==> src/rtl/lsu_byte_sequencer_if.sv <==
// Pipeline-side request/response and byte-wide memory port bundle for lsu_byte_sequencer.
// Latency: n/a (signal bundle only); backpressure: req_ready only, responses are never stalled.
interface lsu_byte_sequencer_if #(
    parameter int ADDR_W = 8
);
    logic              req_valid;
    logic              req_ready;
    logic              req_write;
    logic [1:0]        req_size;
    logic              req_unsigned;
    logic [31:0]       req_addr;
    logic [31:0]       req_wdata;
    logic              resp_valid;
    logic [31:0]       resp_rdata;
    logic              resp_err;
    logic [ADDR_W-1:0] mem_addr;
    logic [7:0]        mem_wdata;
    logic              mem_we;
    logic              mem_re;
    logic [7:0]        mem_rdata;

    modport master (
        output req_valid, req_write, req_size, req_unsigned, req_addr, req_wdata, mem_rdata,
        input  req_ready, resp_valid, resp_rdata, resp_err, mem_addr, mem_wdata, mem_we, mem_re
    );

    modport slave (
        input  req_valid, req_write, req_size, req_unsigned, req_addr, req_wdata, mem_rdata,
        output req_ready, resp_valid, resp_rdata, resp_err, mem_addr, mem_wdata, mem_we, mem_re
    );
endinterface

==> src/rtl/lsu_byte_sequencer.sv <==
// Splits byte/half/word loads and stores into big-endian single-byte memory transfers.
// Latency: store N+1, load N+2, rejected 1 cycle after accept; optional LSU_ALIGN_CHECK_EN rejects misaligned accesses.
// Backpressure: req_ready high only in IDLE; resp_valid is a one-cycle pulse with no stall.
module lsu_byte_sequencer #(
    parameter int ADDR_W = 8
) (
    input  logic                 clk,
    input  logic                 rst_n,
    lsu_byte_sequencer_if.slave  bus
);
    typedef enum logic [1:0] {IDLE, XFER, DRAIN, RESP} state_t;

    state_t            state, state_nxt;
    logic [1:0]        k, k_nxt, last;
    logic              wr_q, uns_q, re_d;
    logic [1:0]        size_q;
    logic [ADDR_W-1:0] base_q;
    logic [31:0]       wdata_q, acc, acc_nxt;
    logic              misalign;

    logic              we_q, re_q, rv_q, err_q;
    logic              we_nxt, re_nxt, rv_nxt, err_nxt;
    logic [ADDR_W-1:0] addr_q, addr_nxt;
    logic [7:0]        wd_q, wd_nxt;
    logic [31:0]       rdata_q, rdata_nxt;

    wire unused_addr = &{1'b0, bus.req_addr[31:ADDR_W]};

`ifdef LSU_ALIGN_CHECK_EN
    assign misalign = (bus.req_size == 2'b01 && bus.req_addr[0]) ||
                      (bus.req_size[1] && bus.req_addr[1:0] != 2'b00);
`else
    assign misalign = 1'b0;
`endif

    function automatic logic [1:0] last_idx(input logic [1:0] size);
        case (size)
            2'b00:   return 2'd0;
            2'b01:   return 2'd1;
            default: return 2'd3;
        endcase
    endfunction

    function automatic logic [7:0] pick(input logic [31:0] d, input logic [1:0] idx);
        case (idx)
            2'd0:    return d[7:0];
            2'd1:    return d[15:8];
            2'd2:    return d[23:16];
            default: return d[31:24];
        endcase
    endfunction

    function automatic logic [31:0] extend(input logic [31:0] a, input logic [1:0] size,
                                           input logic uns);
        case (size)
            2'b00:   return uns ? {24'h0, a[7:0]}  : {{24{a[7]}}, a[7:0]};
            2'b01:   return uns ? {16'h0, a[15:0]} : {{16{a[15]}}, a[15:0]};
            default: return a;
        endcase
    endfunction

    assign last = last_idx(size_q);

    always_comb begin
        state_nxt = state;
        k_nxt     = k;
        we_nxt    = 1'b0;
        re_nxt    = 1'b0;
        rv_nxt    = 1'b0;
        err_nxt   = 1'b0;
        addr_nxt  = addr_q;
        wd_nxt    = wd_q;
        rdata_nxt = rdata_q;
        // Returned byte arrives one cycle after its read strobe.
        acc_nxt   = re_d ? {acc[23:0], bus.mem_rdata} : acc;
        case (state)
            IDLE: begin
                if (bus.req_valid) begin
                    if (misalign) begin
                        state_nxt = RESP;
                        rv_nxt    = 1'b1;
                        err_nxt   = 1'b1;
                        rdata_nxt = 32'h0;
                    end else begin
                        state_nxt = XFER;
                        k_nxt     = 2'd0;
                        addr_nxt  = bus.req_addr[ADDR_W-1:0];
                        we_nxt    = bus.req_write;
                        re_nxt    = !bus.req_write;
                        wd_nxt    = bus.req_write ?
                                    pick(bus.req_wdata, last_idx(bus.req_size)) : 8'h00;
                    end
                end
            end
            XFER: begin
                if (k == last) begin
                    state_nxt = wr_q ? RESP : DRAIN;
                    if (wr_q) begin
                        rv_nxt    = 1'b1;
                        rdata_nxt = 32'h0;
                    end
                end else begin
                    k_nxt    = k + 2'd1;
                    addr_nxt = base_q + {{(ADDR_W-2){1'b0}}, k + 2'd1};
                    we_nxt   = wr_q;
                    re_nxt   = !wr_q;
                    wd_nxt   = wr_q ? pick(wdata_q, last - k - 2'd1) : 8'h00;
                end
            end
            DRAIN: begin
                state_nxt = RESP;
                rv_nxt    = 1'b1;
                rdata_nxt = extend(acc_nxt, size_q, uns_q);
            end
            RESP:    state_nxt = IDLE;
            default: state_nxt = IDLE;
        endcase
    end

    always_ff @(posedge clk or negedge rst_n) begin
        if (!rst_n) begin
            state   <= IDLE;
            k       <= 2'd0;
            wr_q    <= 1'b0;
            uns_q   <= 1'b0;
            size_q  <= 2'b00;
            base_q  <= '0;
            wdata_q <= 32'h0;
            acc     <= 32'h0;
            re_d    <= 1'b0;
            we_q    <= 1'b0;
            re_q    <= 1'b0;
            rv_q    <= 1'b0;
            err_q   <= 1'b0;
            addr_q  <= '0;
            wd_q    <= 8'h00;
            rdata_q <= 32'h0;
        end else begin
            if (state == IDLE && bus.req_valid) begin
                wr_q    <= bus.req_write;
                uns_q   <= bus.req_unsigned;
                size_q  <= bus.req_size;
                base_q  <= bus.req_addr[ADDR_W-1:0];
                wdata_q <= bus.req_wdata;
            end
            state   <= state_nxt;
            k       <= k_nxt;
            acc     <= acc_nxt;
            re_d    <= re_q;
            we_q    <= we_nxt;
            re_q    <= re_nxt;
            rv_q    <= rv_nxt;
            err_q   <= err_nxt;
            addr_q  <= addr_nxt;
            wd_q    <= wd_nxt;
            rdata_q <= rdata_nxt;
        end
    end

    assign bus.req_ready  = (state == IDLE);
    assign bus.resp_valid = rv_q;
    assign bus.resp_err   = err_q;
    assign bus.resp_rdata = rdata_q;
    assign bus.mem_addr   = addr_q;
    assign bus.mem_wdata  = wd_q;
    assign bus.mem_we     = we_q;
    assign bus.mem_re     = re_q;
endmodule

==> src/flat_wrapper.sv <==
// flat-port wrapper written by rule: the top's interface ports become plain ports
module lsu_byte_sequencer_flat 
#(
    parameter int ADDR_W = 8
)
  (clk, rst_n, bus_req_valid, bus_req_write, bus_req_size, bus_req_unsigned, bus_req_addr, bus_req_wdata, bus_mem_rdata, bus_req_ready, bus_resp_valid, bus_resp_rdata, bus_resp_err, bus_mem_addr, bus_mem_wdata, bus_mem_we, bus_mem_re);
  lsu_byte_sequencer_if #(.ADDR_W(ADDR_W)) bus_i ();
  input  logic clk;
  input  logic rst_n;
  input wire logic [$bits(bus_i.req_valid)-1:0] bus_req_valid;
  input wire logic [$bits(bus_i.req_write)-1:0] bus_req_write;
  input wire logic [$bits(bus_i.req_size)-1:0] bus_req_size;
  input wire logic [$bits(bus_i.req_unsigned)-1:0] bus_req_unsigned;
  input wire logic [$bits(bus_i.req_addr)-1:0] bus_req_addr;
  input wire logic [$bits(bus_i.req_wdata)-1:0] bus_req_wdata;
  input wire logic [$bits(bus_i.mem_rdata)-1:0] bus_mem_rdata;
  output wire logic [$bits(bus_i.req_ready)-1:0] bus_req_ready;
  output wire logic [$bits(bus_i.resp_valid)-1:0] bus_resp_valid;
  output wire logic [$bits(bus_i.resp_rdata)-1:0] bus_resp_rdata;
  output wire logic [$bits(bus_i.resp_err)-1:0] bus_resp_err;
  output wire logic [$bits(bus_i.mem_addr)-1:0] bus_mem_addr;
  output wire logic [$bits(bus_i.mem_wdata)-1:0] bus_mem_wdata;
  output wire logic [$bits(bus_i.mem_we)-1:0] bus_mem_we;
  output wire logic [$bits(bus_i.mem_re)-1:0] bus_mem_re;
  assign bus_i.req_valid = bus_req_valid;
  assign bus_i.req_write = bus_req_write;
  assign bus_i.req_size = bus_req_size;
  assign bus_i.req_unsigned = bus_req_unsigned;
  assign bus_i.req_addr = bus_req_addr;
  assign bus_i.req_wdata = bus_req_wdata;
  assign bus_i.mem_rdata = bus_mem_rdata;
  assign bus_req_ready = bus_i.req_ready;
  assign bus_resp_valid = bus_i.resp_valid;
  assign bus_resp_rdata = bus_i.resp_rdata;
  assign bus_resp_err = bus_i.resp_err;
  assign bus_mem_addr = bus_i.mem_addr;
  assign bus_mem_wdata = bus_i.mem_wdata;
  assign bus_mem_we = bus_i.mem_we;
  assign bus_mem_re = bus_i.mem_re;
  lsu_byte_sequencer #(.ADDR_W(ADDR_W)) u_core (.clk(clk), .rst_n(rst_n), .bus(bus_i));
endmodule
==> config.mk <==
export PLATFORM = sky130hd
export DESIGN_NAME = lsu_byte_sequencer_flat
export DESIGN_NICKNAME = d
export VERILOG_FILES = /design/src/rtl/lsu_byte_sequencer_if.sv /design/src/rtl/lsu_byte_sequencer.sv /design/src/flat_wrapper.sv
export SDC_FILE = /design/constraint.sdc
export NUM_CORES = 1
export LEC_CHECK = 0
export ABC_CLOCK_PERIOD_IN_PS = 2000
export BUFFER_PORTS_ARGS = -buffer_cell sky130_fd_sc_hd__buf_2
export CAP_MARGIN = 20
export CORE_ASPECT_RATIO = 0.75
export CORE_UTILIZATION = 51
export CTS_BUF_LIST = sky130_fd_sc_hd__clkbuf_8
export DETAILED_ROUTE_END_ITERATION = 6
export MAX_ROUTING_LAYER = met4
export PLACE_DENSITY = 0.84
export SETUP_SLACK_MARGIN = 0.15
export SYNTH_ARGS = -nofsm -noshare
export SYNTH_HDL_FRONTEND = slang
export SYNTH_SLANG_ARGS = --single-unit
export TNS_END_PERCENT = 30
==> constraint.sdc <==
create_clock -name clk -period 2 [get_ports clk]
set_clock_uncertainty 0.1 [all_clocks]
set_input_delay 0.2 -clock clk [delete_from_list [all_inputs] [get_ports clk]]
set_output_delay 0.2 -clock clk [all_outputs]
set_load 0.02 [all_outputs]
==> impl_metrics.tcl, run 1 <==
set metrics [dict create \
    status "finished, violations left" \
    violations "setup timing" \
    yosys_most_used_dff "dfrtp_1" \
    r2r_cells 8 \
    ant_nets 0 \
    cp-start-kind "register" \
    first_pass_iters 4 \
    setup_viol 4 \
    cp_cell_sequence "inv_4 > ha_4 > xnor3_2 > buf_12 > buf_16 > mux2i_1 > o22ai_1 > a211o_1" \
    drive_gt1_share_pct 46.42 \
    synth-async-reset-ratio_pct 100.0 \
    nets 731 \
    pwr-share-seq_pct 32.3 \
    hp-class "primary input to asynchronous set/reset pin" \
    tightest_slew_ps 525.9 \
    syn_area_sq_mm 0.005912 \
    syn_avg_cell_area_sq_um 12.88 \
    antenna_cells 0 \
    die_y_um 95.24 \
    crit_type "register to register" \
    rr_endpoint "u_core.bus.mem_wdata[1]" \
    grt_max_degree 59 \
    cpLargestDelayFamily "flip-flops" \
    total_power_mw 15.21 \
    first_iter_violations 218 \
    cts.path.max_buffers 2 \
    cts_tree "yes" \
    finalHoldViolCount 0 \
    synthTopCellsByArea "dfrtp_1, mux2_2, mux2i_1" \
    clockPowerShare_pct 16.5 \
    placed_area_sq_mm 0.006815 \
    critPathCaptureType "register" \
    initial_core_util_pct 53.23 \
    critical_path_required_ps 2230 \
    syn_inst 459 \
    critPathArrivalTime_ps 2290 \
    clkTransAtPathRegs_ps 80 \
    yosysSeqAreaShare_pct 55.87 \
    clock_sinks 132 \
    critical_path_buf_inv_count 3 \
    core_area_sq_mm 0.01111 \
    wl_um 15120 \
    numCtsBuffers 17 \
    combPwrFrac_pct 51.3 \
    numPortBuffers 106 \
    yosysTopAreaCell "dfrtp_1" \
    synthToLayoutAreaGrowth_pct 35.96 \
    dpl_worst_slack_ps -177.1 \
    syn_nets 545 \
    startpoint "u_core.k[0]" \
    p_int_mw 9.469 \
    final_cell_area_sq_mm 0.008038 \
    p_leak_nw 3.767 \
    netSwitchingFraction_pct 37.73 \
    ff2ff_setup_slack_ps -70 \
    fin_setup_tns_ps -116.7 \
    grt_pass1_vias 4840 \
    vias 4565 \
    grtUsageTotal_pct 27.97 \
    max_freq_mhz 484.0 \
    gp_congestion 0.8426 \
    yosysTopAreaCellShare_pct 55.87 \
    dp_hpwl_um 9023 \
    period_needed_ps 2066 \
    ys_seq_elements 132 \
    drc_errors 0 \
    worst_slack_ps -66.29 \
    yosysWarnings 0 \
    std_cell_rows 33 \
    crit_fanout 8 \
    overflow 0 \
    r2r-start "u_core.k[0]" \
    drv_cap 0 \
    grt_setup_unrepaired "true" \
    power_density_mw_per_mm2 1892 \
    die_area_sq_mm 0.01203 \
    slew_headroom_pct 64.90 \
    clk_latency_ps 440 \
    synth.distinct_cells 42 \
    htree_levels 4 \
    critPathMaxStageDelay_ps 480 \
    grt_pass1_wl_um 24520 \
    cts_root_buffer "clkbuf_8" \
    final_util_pct 72.37 \
    viasPerCell 5.728 \
    p_sw_mw 5.737 \
    vdd_drop_max_v 0.001093 \
    synth_edf_count 0 \
    die_w_um 126.3 \
    io_pins 132 \
    finalMaxSlewViolations 0 \
    antenna_found_initial 0 \
    post_drt_wl_per_cell_um 18.97 \
    finalCritPeriodShare_pct 103.3 \
    critical-path-slowest-cell "dfrtp_2" \
]
[cell families (layout without fill, tap and decap cells)]
family | after synthesis | in the layout | synth area share (%)
buffers and inverters | 41 | 239 | 3.556
DFF | 132 | 132 | 55.87
other | 1 | 1 | 0.06343
xor gates and xnor gates | 5 | 5 | 0.9736
AOI/OAI and AO/OA | 104 | 104 | 12.99
adders and majority gates | 7 | 7 | 1.608
and+or+nand+nor | 62 | 62 | 5.185
muxes | 107 | 107 | 19.75
[worst reg2reg max path, stage by stage (launching register included)]
cell and delay (ps):
dfrtp_2 480, inv_4 120, ha_4 140, xnor3_2 300, buf_12 150, buf_16 140
mux2i_1 200, o22ai_1 110, a211o_1 230
[cell type report]
type,count,area [sq um]
clock buffers,21,289.0
clock inverters,10,153.9
fillers,707,3069
inverters,10,43.79
multi-input cells,286,2605
flip-flops and latches,132,3307
well taps,140,175.2
repair buffers,198,1464
[stage by stage]
stage          instances  hold WS [ps]
2_1_floorplan        459        -195.6
3_3_place_gp         706         140.8
3_5_place_dp         706         135.9
4_1_cts              796         177.3
5_1_grt              797         192.7
6_report             797         209.2
[cells in the mapped netlist (3+ instances only)]
master / instances
a21oi_1: 4
a22o_1: 17
o22ai_1: 9
nor2b_1: 3
clkbuf_1: 10
or2_2: 16
mux2_2: 77
inv_1: 10
a32o_1: 16
nand3_1: 3
dfrtp_1: 132
nor2_1: 8
buf_2: 13
ha_1: 6
xnor2_1: 3
a31o_2: 4
mux2i_1: 30
a211oi_1: 8
nand2_1: 24
o21ai_0: 28
a211o_1: 8
or3_1: 4
[power by group through the flow]
stage / clock (mW) / sequential (mW) / combinational (mW)
floorplan: 0 / 5.13 / 4.47
global placement: 0 / 4.74 / 6.45
detailed placement: 0 / 4.84 / 6.71
CTS: 2.54 / 4.84 / 7.51
global route: 2.67 / 5.04 / 8.41
finish: 2.51 / 4.90 / 7.79
[layer usage]
layer,share of wire (%),vias up,track usage [%],wire length [um]
li1,-,2056,-,-
met1,42,2307,32.65,6414
met2,51,178,47.61,7646
met3,5.7,24,7.688,861
met4,1.3,0,8.835,195
met5,0,-,-,0
[how the worst max path moves through the flow]
stage / to / cells after the start
after floorplan: u_core.bus.mem_wdata[0] / 10
after global placement: u_core.bus.mem_wdata[5] / 6
after detailed placement: u_core.bus.mem_wdata[7] / 6
after CTS: u_core.bus.mem_wdata[7] / 8
after global routing: u_core.bus.mem_wdata[1] / 9
final: u_core.bus.mem_wdata[1] / 8
[cell usage in the layout (no fill, tap or decap), types with 16 or more instances in the layout]
cell | Yosys | routed
a22o_1 | 17 | 17
dlygate4sd3_1 | 0 | 52
mux2_2 | 77 | 76
mux2i_1 | 30 | 26
buf_2 | 13 | 105
buf_4 | 2 | 30
clkbuf_8 | 0 | 21
a32o_1 | 16 | 16
nand2_1 | 24 | 23
or2_2 | 16 | 16
o21ai_0 | 28 | 24
dfrtp_1 | 132 | 129
[timing repair]
| item | CTS | global route |
|---|---|---|
| cloned | 1 | 0 |
| gates resized for setup | 30 | 9 |
| pin swaps | 15 | 4 |
| setup buffers | 6 | 1 |
| hold buffers | 52 | 0 |
| setup endpoints to repair | 49 | 84 |
| hold endpoints to repair | 190 | 0 |
[state kept, by name, indices dropped and copies added, names as in the netlist]
register / flops
u_core.k: 2
u_core.uns_q: 1
u_core.wr_q: 1
u_core.bus.mem_re: 1
u_core.bus.mem_we: 1
u_core.size_q: 2
u_core.bus.mem_wdata: 8
u_core.re_d: 1
u_core.acc: 32
u_core.bus.mem_addr: 8
u_core.state: 2
u_core.bus.resp_rdata: 32
u_core.base_q: 8
u_core.wdata_q: 32
u_core.bus.resp_valid: 1
Note: power is estimated with default switching activity, not from simulation.
==> inputs of run 2 (changes only) <==
--- a/config.mk
+++ b/config.mk
@@ -5,6 +5,7 @@
 export SDC_FILE = /design/constraint.sdc
 export NUM_CORES = 1
 export LEC_CHECK = 0
+export ABC_AREA = 1
 export ABC_CLOCK_PERIOD_IN_PS = 2000
 export BUFFER_PORTS_ARGS = -buffer_cell sky130_fd_sc_hd__buf_2
 export CAP_MARGIN = 20
==> run 2 against run 1 <==
Compared with the run above:
- the flow now finishes without violations
- area after synthesis increased by 1.5%
- non-clock buffer count down 10
- largest cell class unchanged
- critical path type unchanged
- clock power fell by 8%
- sequential cell count did not move
- count of clock-buffer cells in the layout shrank 4
==> impl_metrics.tcl, run 2 <==
set metrics [dict create \
    numCtsBuffers 17 \
    pwr-share-seq_pct 32.3 \
    clockPowerShare_pct 16.0 \
    core_area_sq_mm 0.01119 \
    setup_viol 0 \
    drc_errors 0 \
    dp_hpwl_um 9712 \
    first_iter_violations 520 \
    critPathArrivalTime_ps 2250 \
    grt_pass1_vias 5543 \
    crit_type "register to register" \
    gp_congestion 0.8955 \
    clkTransAtPathRegs_ps 80 \
    synth_common_cells "nand2_1, dfrtp_1, inv_1" \
    cts_tree "yes" \
    final_util_pct 71.06 \
    vias 5655 \
    yosysWarnings 0 \
    cpMostUsedCell "nand3_1" \
    ys_seq_elements 132 \
    antenna_found_initial 0 \
    ant_nets 0 \
    final_cell_mix "nand2_1, dfrtp_1, buf_2" \
    syn_avg_cell_area_sq_um 8.526 \
    die_w_um 127.3 \
    synth_most_common_cell "nand2_1" \
    p_leak_nw 4.019 \
    clock_sinks 132 \
    finalHoldViolCount 0 \
    wl_um 16740 \
    period_needed_ps 1978 \
    initial_core_util_pct 53.64 \
    grt_pass1_wl_um 26140 \
    synth_edf_count 0 \
    synthToLayoutAreaGrowth_pct 32.48 \
    tightest_slew_ps 614.1 \
    vdd_drop_max_v 0.0008859 \
    die_y_um 95.95 \
    grt_setup_unrepaired "true" \
    hp-class "primary input to register" \
    power_density_mw_per_mm2 1826 \
    io_pins 132 \
    crit_fanout 5 \
    max_freq_mhz 505.6 \
    cp-start-kind "register" \
    htree_levels 4 \
    p_int_mw 7.881 \
    netSwitchingFraction_pct 45.73 \
    critical-path-slowest-cell "dfrtp_1" \
    syn_nets 790 \
    synthTopCellsByArea "dfrtp_1, nand2_1, o21ai_0" \
    slew_headroom_pct 58.91 \
    post_drt_wl_per_cell_um 15.91 \
    finalCritPeriodShare_pct 98.89 \
    cp_cell_sequence "or2_4 > ha_4 > inv_1 > nand3_1 > nand2_4 > buf_6 > o21ai_0 > nand3_1 > nand2_1 > a21oi_1" \
    syn_area_sq_mm 0.006002 \
    combPwrFrac_pct 51.7 \
    overflow 0 \
    drv_cap 0 \
    critical_path_required_ps 2270 \
    yosysTopAreaCell "dfrtp_1" \
    critPathMaxStageDelay_ps 390 \
    numPortBuffers 106 \
    final_common_cell "nand2_1" \
    first_pass_iters 5 \
    ff2ff_setup_slack_ps 20 \
    grtUsageTotal_pct 28.91 \
    final_cells 1052 \
    nFillCells 759 \
    status "finished clean" \
    cts_root_buffer "clkbuf_8" \
    clk_latency_ps 450 \
    drive_gt1_share_pct 25.17 \
    yosys_most_used_dff "dfrtp_1" \
    critPathCaptureType "register" \
    yosysTopAreaCellShare_pct 55.03 \
    syn_inst 704 \
    finalMaxSlewViolations 0 \
    viasPerCell 5.375 \
    die_area_sq_mm 0.01221 \
    nets 967 \
    synth.distinct_cells 36 \
    yosysSeqAreaShare_pct 55.03 \
    p_sw_mw 6.642 \
    std_cell_rows 33 \
    synth-async-reset-ratio_pct 100.0 \
    cts.path.max_buffers 2 \
    place_inst 958 \
    grt_max_degree 54 \
]
-- run 2: per-stage QoR --
step	power (mW)	TNS (ps)	cell area, sq um	hold WS (ps)	setup slack [ps]
after floorplan	9.215	0	6042	-195.6	36.12
after global placement	10.82	0	6798	95.63	11.54
after detailed placement	11.06	-162.4	6798	102.2	-33.31
after CTS	13.92	0	7846	5.352	53.36
after global routing	15.47	-703.2	7949	9.333	-43.15
final	14.52	0	7951	22.12	22.27
-- run 2: power by group through the flow --
stage          Clock, mW  Sequential (mW)  Combinational [mW]
6_report            2.32             4.70                7.50
5_1_grt             2.46             4.81                8.21
4_1_cts             2.34             4.63                6.94
3_5_place_dp           0             4.67                6.39
3_3_place_gp           0             4.63                6.19
2_1_floorplan          0             5.15                4.07
-- run 2: layer usage --
layer / vias up / track usage [%] / share of wire [%]
met5: - / - / 0
met4: 0 / 15.67 / 3.9
met3: 82 / 7.337 / 7.3
met2: 298 / 45.95 / 48
met1: 2661 / 34.35 / 41
li1: 2614 / - / -
-- run 2: cell type report --
cell class,instances,area (sq um),area share (%)
Inverter,65,265.3,3.336
Sequential cell,132,3303,41.54
Timing Repair Buffer,188,1364,17.15
Multi-Input combinational cell,476,2407,30.28
Tap cell,157,196.4,2.470
Antenna cell,1,2.502,0.03147
Clock buffer,17,234.0,2.943
Clock inverter,15,172.7,2.172
Timing Repair inverter,1,6.256,0.07868
-- run 2: final timing paths --
check | start | endpoint | depth (start not counted)
worst max-delay path | u_core.size_q[1] | u_core.bus.mem_wdata[0] | 10
worst min-delay path | bus_mem_rdata[4] | u_core.acc[4] | 5
worst max register to register | u_core.size_q[1] | u_core.bus.mem_wdata[0] | 10
worst min register to register | u_core.bus.mem_re | u_core.re_d | 0
max in group asynchronous | rst_n | u_core.wdata_q[22] | 3
min in group asynchronous | rst_n | u_core.acc[5] | 2
-- run 2: worst max-delay path: cells and delay by family (launching register included) --
kind,cells,cell delay (ps)
AND/OR/NAND/NOR,5,810
buffers and inverters,2,220
flip-flops,1,390
adder cells (fa/ha/maj),1,170
AO/OA/AOI/OAI,2,220
-- run 2: cell families (layout without fill, tap and decap cells) --
kind of cell / count (synthesis) / count (layout) / synth area share, %
DFF: 132 / 132 / 55.03
xor gates and xnor gates: 4 / 4 / 0.5838
other: 1 / 2 / 0.06248
and+or+nand+nor: 323 / 324 / 22.03
buffers and inverters: 97 / 286 / 7.129
muxes: 7 / 7 / 1.313
AOI/OAI and AO/OA: 133 / 133 / 12.26
adders and majority gates: 7 / 7 / 1.584
-- run 2: timing repair --
action                                 CTS  global route
gates cloned                             2             0
setup endpoints to repair               51            52
endpoints found under the hold margin   92             0
resized for setup                        9            34
hold buffers                            50             0
buffers inserted                         7             2
pin swaps                                1            12
